$ cat config.mk
export PLATFORM = sky130hd
export DESIGN_NAME = mem_bus_arbiter
export DESIGN_NICKNAME = d
export VERILOG_FILES = /design/src/rtl/mem_bus_pkg.sv /design/src/rtl/mem_bus_rr_arb.sv /design/src/rtl/mem_bus_arbiter.sv
export SDC_FILE = /design/constraint.sdc
export NUM_CORES = 1
export LEC_CHECK = 0
export BUFFER_PORTS_ARGS = -buffer_cell sky130_fd_sc_hd__buf_2
export CORE_ASPECT_RATIO = 0.8
export CORE_MARGIN = 5
export CORE_UTILIZATION = 32
export CTS_CLUSTER_DIAMETER = 80
export DETAILED_ROUTE_END_ITERATION = 7
export PLACE_DENSITY = 0.68
export SKIP_CTS_REPAIR_TIMING = 1
export SYNTH_ARGS = -nofsm -noshare
export SYNTH_HDL_FRONTEND = slang
export SYNTH_SLANG_ARGS = --single-unit
$ cat constraint.sdc
create_clock -name clk -period 1.6 [get_ports clk]
set_input_delay 0.08 -clock clk [delete_from_list [all_inputs] [get_ports clk]]
set_output_delay 0.08 -clock clk [all_outputs]
set_load 0.02 [all_outputs]
$ cat src/rtl/mem_bus_pkg.sv
// Shared constants and types for the external memory bus arbiter.
package mem_bus_pkg;

  localparam int ADDR_W = 15;
  localparam int DATA_W = 8;

  typedef enum logic [2:0] {
    IDLE,
    ADDR,
    WDATA,
    WAIT,
    DONE
  } state_t;

  typedef logic req_id_t;

endpackage

$ cat src/rtl/mem_bus_rr_arb.sv
// Two-way winner select for the memory bus arbiter.
// MEM_BUS_ARB_ROUND_ROBIN_EN selects round robin; otherwise r0 has fixed priority.
module mem_bus_rr_arb
  import mem_bus_pkg::*;
(
  input  logic    clk,
  input  logic    rst_n,
  input  logic    valid0,
  input  logic    valid1,
  input  logic    accept,
  output req_id_t winner
);

`ifdef MEM_BUS_ARB_ROUND_ROBIN_EN
  req_id_t last_grant;

  always_ff @(posedge clk or negedge rst_n) begin
    if (!rst_n) begin
      last_grant <= '0;
    end else if (accept) begin
      last_grant <= winner;
    end
  end

  always_comb begin
    if (valid0 && valid1) begin
      winner = ~last_grant;
    end else begin
      winner = valid1;
    end
  end
`else
  logic unused_rr;
  assign unused_rr = &{1'b0, clk, rst_n, accept};

  always_comb begin
    winner = valid1 && !valid0;
  end
`endif

endmodule

$ cat src/rtl/mem_bus_arbiter.sv
// Shares the external memory pins between the CPU (r0) and loader (r1).
// Arbitration policy is set by MEM_BUS_ARB_ROUND_ROBIN_EN (see mem_bus_rr_arb).
module mem_bus_arbiter #(
  parameter int ADDR_W   = mem_bus_pkg::ADDR_W,
  parameter int DATA_W   = mem_bus_pkg::DATA_W,
  parameter int READ_LAT = 2
) (
  input  logic              clk,
  input  logic              rst_n,
  input  logic              r0_valid,
  output logic              r0_ready,
  input  logic [ADDR_W-1:0] r0_addr,
  input  logic              r0_we,
  input  logic [DATA_W-1:0] r0_wdata,
  output logic              r0_rsp_valid,
  output logic [DATA_W-1:0] r0_rdata,
  input  logic              r1_valid,
  output logic              r1_ready,
  input  logic [ADDR_W-1:0] r1_addr,
  input  logic              r1_we,
  input  logic [DATA_W-1:0] r1_wdata,
  output logic              r1_rsp_valid,
  output logic [DATA_W-1:0] r1_rdata,
  output logic [ADDR_W-1:0] bus_req,
  output logic              bus_write,
  input  logic [DATA_W-1:0] bus_rd,
  output logic              busy,
  output logic              grant_id
);
  import mem_bus_pkg::*;

  localparam int CNT_W = 4;

  state_t            state, state_nxt;
  logic [ADDR_W-1:0] addr_q;
  logic              we_q;
  logic [DATA_W-1:0] wdata_q;
  logic [CNT_W-1:0]  cnt;
  req_id_t           owner;
  req_id_t           winner;
  logic              in_idle;
  logic              accept;

  mem_bus_rr_arb u_arb (
    .clk    (clk),
    .rst_n  (rst_n),
    .valid0 (r0_valid),
    .valid1 (r1_valid),
    .accept (accept),
    .winner (winner)
  );

  // rst_n gating keeps ready low while reset is held even if a requester is valid
  assign in_idle  = (state == IDLE) && rst_n;
  assign r0_ready = in_idle && r0_valid && (winner == 1'b0);
  assign r1_ready = in_idle && r1_valid && (winner == 1'b1);
  assign accept   = r0_ready || r1_ready;
  assign busy     = (state != IDLE);
  assign grant_id = owner;

  always_ff @(posedge clk or negedge rst_n) begin
    if (!rst_n) begin
      state <= IDLE;
    end else begin
      state <= state_nxt;
    end
  end

  always_comb begin
    state_nxt = state;
    case (state)
      IDLE:    if (accept) state_nxt = ADDR;
      ADDR:    state_nxt = we_q ? WDATA : WAIT;
      WDATA:   state_nxt = DONE;
      WAIT:    if (cnt == '0) state_nxt = DONE;
      DONE:    state_nxt = IDLE;
      default: state_nxt = IDLE;
    endcase
  end

  always_ff @(posedge clk or negedge rst_n) begin
    if (!rst_n) begin
      addr_q   <= '0;
      we_q     <= 1'b0;
      wdata_q  <= '0;
      cnt      <= '0;
      owner    <= '0;
      r0_rdata <= '0;
      r1_rdata <= '0;
    end else begin
      if (accept) begin
        addr_q  <= r1_ready ? r1_addr  : r0_addr;
        we_q    <= r1_ready ? r1_we    : r0_we;
        wdata_q <= r1_ready ? r1_wdata : r0_wdata;
        owner   <= winner;
      end
      if (state == ADDR) begin
        cnt <= CNT_W'(READ_LAT - 1);
      end else if (state == WAIT && cnt != '0) begin
        cnt <= cnt - CNT_W'(1);
      end
      if (state == WAIT && cnt == '0) begin
        if (owner) begin
          r1_rdata <= bus_rd;
        end else begin
          r0_rdata <= bus_rd;
        end
      end
    end
  end

  always_comb begin
    bus_req      = '0;
    bus_write    = 1'b0;
    r0_rsp_valid = 1'b0;
    r1_rsp_valid = 1'b0;
    case (state)
      ADDR: begin
        bus_req   = addr_q;
        bus_write = we_q;
      end
      WDATA: begin
        bus_req   = ADDR_W'(wdata_q);
        bus_write = 1'b1;
      end
      WAIT: begin
        bus_req = addr_q;
      end
      DONE: begin
        r0_rsp_valid = (owner == 1'b0);
        r1_rsp_valid = (owner == 1'b1);
      end
      default: ;
    endcase
  end

endmodule

==> metrics.md <==
| Metric | Value |
|---|---|
| GR Util All Layers | `14.0%` |
| Largest net degree at the start of global routing | `46` |
| Area growth syn-to-layout | `44.5%` |
| Share of the clock period used by the worst path | `107%` |
| Most area-hungry cell type in the Yosys netlist | `sky130_fd_sc_hd__dfrtp_1` |
| Final critical-path required period | `1720 ps` |
| Remaining design rule violation count | `0` |
| Slowest cell on the critical path | `sky130_fd_sc_hd__dfrtp_2` |
| Prevailing post-synth register cell | `sky130_fd_sc_hd__dfrtp_1` |
| Final-layout fill cell count | `734` |
| Post-synthesis instance total | `221` |
| Avg Vias per Cell | `5.04` |
| Total global routing overflow | `0` |
| Starting DRT DRC Count | `199` |
| Max Freq | `583 MHz` |
| Cell Rows | `29` |
| Internal power | `4.43 mW` |
| Die area | `9880 um2` |
| Commonest cells after routing, fill and taps aside | `sky130_fd_sc_hd__buf_2, sky130_fd_sc_hd__dfrtp_1, sky130_fd_sc_hd__buf_4, sky130_fd_sc_hd__nand3_1, sky130_fd_sc_hd__buf_6` |
| Ratio of total power to cell area | `2010 nW/um2` |
| Failing checks | `negative setup slack` |
| Final clock skew | `5.60 ps` |
| Layout net count | `398` |
| Area taken by flip-flops and latches | `1200 um2` |
| Slew Limit Headroom | `36.9%` |
| Combined area of the multi-input logic cells | `1350 um2` |
| CTS max path bufs | `2` |
| HPWL after detailed placement | `4990 um` |
| CTS tree | `done` |
| Post-route setup slack | `-116 ps` |
| Count of cell types in the netlist | `41` |
| Post-synth EDFFs | `0` |
| Number of warnings printed during yosys synthesis | `0` |
| Final TNS setup | `-632 ps` |
| Fraction of layout cells with a size suffix above 1 | `58.2%` |
| Share of async-settable or async-resettable flops after synthesis | `100%` |
| Switching power | `3.00 mW` |
| Routability congestion estimate from global placement | `0.843` |
| Cell at the root of the clock tree | `sky130_fd_sc_hd__clkbuf_8` |
| CTS sink count | `48` |
| Post-route ant nets | `0` |
| Core Region | `7840 um2` |
| Insertion delay to the later sink of the worst-skew pair | `310 ps` |
| Vertical die dimension | `89.9 um` |
| RSZ-0062 raised after global routing | `yes` |
| Boundary pin count | `98` |
| Maximum fanout encountered on the critical timing path | `13` |
| Synthesized area per cell | `11.6 um2` |
| Class of the most critical setup path | `reg2out` |
| Initial Util | `32.6%` |
| Sequential share of power | `31.6%` |
| Iteration count of the initial detailed-routing pass | `4` |
| Worst-margin pin slew | `947 ps` |
| Ranking of synthesized cells by area | `sky130_fd_sc_hd__dfrtp_1, sky130_fd_sc_hd__o2bb2ai_2, sky130_fd_sc_hd__a22oi_1` |
| CP Data Required Time | `1520 ps` |
| Wire length of the first global-routing pass | `11000 um` |
| Total setup violations reported at the end of the flow | `17` |
| Maximum capacitance violations | `0` |
| WL/cell | `16.3 um` |
| Vias after detailed routing | `2241` |
| Endpoint kind of the worst setup timing path | `primary output` |
| Inserted Clock Buffers | `5` |
| Class of the tightest hold or removal check | `in2reg` |
| VDD IR-drop max | `0.726 mV` |
| Worst Path Arrival | `1640 ps` |
| Nature of the critical path startpoint | `flip-flop` |
| Post-synth net total | `283` |
| Fraction of power consumed by the clock network | `14.7%` |
| Syn Std Cell Area | `2550 um2` |
| Total wirelength of the detailed-routed design | `7270 um` |
| Run status | `finished, violations left` |
| Count of buffers inserted at the top-level ports | `97` |
| Seq/Total Area, Yosys | `47.0%` |
| Horizontal die dimension | `110 um` |
| Count of H-tree levels built during CTS | `2` |
| Fraction of power spent switching nets | `40.4%` |
| Flops & latches, synth | `48` |
| Relative contribution of combinational cells to total power | `53.7%` |
| Number of max-slew violations in the final report | `0` |
| Clock-pin transition on the worst setup and hold timing paths | `100 ps` |
| Count of inserted antenna diode cells | `0` |
| Maximum single-stage delay on the critical path | `470 ps` |
| Critical path, cell by cell | `buf_4 > buf_8 > or3_4 > buf_6` |
| Share of the synthesized area in the top cell type | `47.0%` |
| Number of global-route vias before repair | `2170` |
| Final total power | `7.43 mW` |
| Antenna violations before repair | `0` |
| Final Hold Violating Endpoints | `0` |
| Most common cell after layout, fill and taps aside | `sky130_fd_sc_hd__buf_2` |
| Leak pwr | `1.69 nW` |
==> worst paths after layout <==
path	start	end	slack [ps]	depth (start not counted)
setup / recovery	state[1]$_DFFE_PN0P_	busy	-120	4
hold / removal	bus_rd[2]	r1_rdata[2]$_DFFE_PN0P_	4	2
setup reg to reg	state[0]$_DFFE_PN0P_	r1_rdata[6]$_DFFE_PN0P_	-10	4
hold reg to reg	r1_rdata[4]$_DFFE_PN0P_	r1_rdata[4]$_DFFE_PN0P_	510	1
max in group asynchronous	rst_n	state[0]$_DFFE_PN0P_	710	3
min in group asynchronous	rst_n	grant_id$_DFFE_PN0P_	210	2
==> power groups by stage <==
stage / clock [mW] / combinational [mW] / sequential [mW]
2_1_floorplan: 0 / 2.06 / 2.42
3_3_place_gp: 0 / 3.13 / 2.28
3_5_place_dp: 0 / 3.20 / 2.31
4_1_cts: 1.11 / 3.21 / 2.29
5_1_grt: 1.15 / 4.28 / 2.43
6_report: 1.10 / 3.99 / 2.35
==> Yosys cell counts (all sizes together) (2+ instances only) <==
cell / n
clkbuf: 9
nand2: 12
nand3: 20
dfrtp: 48
a21oi: 2
ha: 2
nand4b: 2
nor4b: 2
nor3b: 2
mux2: 17
nand2b: 2
o21ai: 5
o2bb2ai: 14
nand4: 2
buf: 11
a32oi: 10
inv: 3
a22oi: 22
and2: 9
nor2b: 5
nor2: 10
==> worst max-delay path: cells and delay by family, from the launching register on <==
family,cells,cell delay [ps]
simple gates,1,400
buf+inv,3,460
flops,1,470
==> metrics by stage <==
stage          setup WS, ps  instances  area, um2  utilization, %  hold WS [ps]
2_1_floorplan         0.236        221       2550               -          -216
3_3_place_gp           21.8        421       3170            40.5         -73.1
3_5_place_dp          -21.9        421       3170            40.5         -73.4
4_1_cts                -281        429       3310            42.2          -400
5_1_grt                -169        445       3690            47.1          2.27
6_report               -116        445       3690            47.1          3.85
==> state kept, by name (all words and copies together) (netlist names) <==
| signal | cells |
|---|---|
| grant_id | 1 |
| wdata_q | 8 |
| addr_q | 15 |
| cnt | 4 |
| we_q | 1 |
| r0_rdata | 8 |
| state | 3 |
| r1_rdata | 8 |
==> layout make-up <==
class	count	area share, %
sequential	48	32.6
timing repair buffer	128	23.0
clock buffer	5	1.86
tap	108	3.66
clock inverter	3	1.86
inverter	3	0.305
multi-input combinational	150	36.7
==> cell families after synthesis <==
kind of cell / count (synthesis) / synth area share, %
adders and majority gates: 2 / 0.980
AOI/OAI and AO/OA: 58 / 21.3
buffers and inverters: 23 / 5.09
muxes: 18 / 7.89
and+or+nand+nor: 72 / 17.7
DFF: 48 / 47.0
==> per-layer routing <==
metal | part of all wire, % | up-vias | global-route usage [%]
met5 | 0 | - | 0
met4 | 0.78 | 0 | 3.22
met3 | 5.3 | 6 | 3.22
met2 | 49 | 62 | 20.3
met1 | 45 | 1109 | 21.0
li1 | - | 1064 | -
Note: power is estimated with default switching activity, not from simulation.
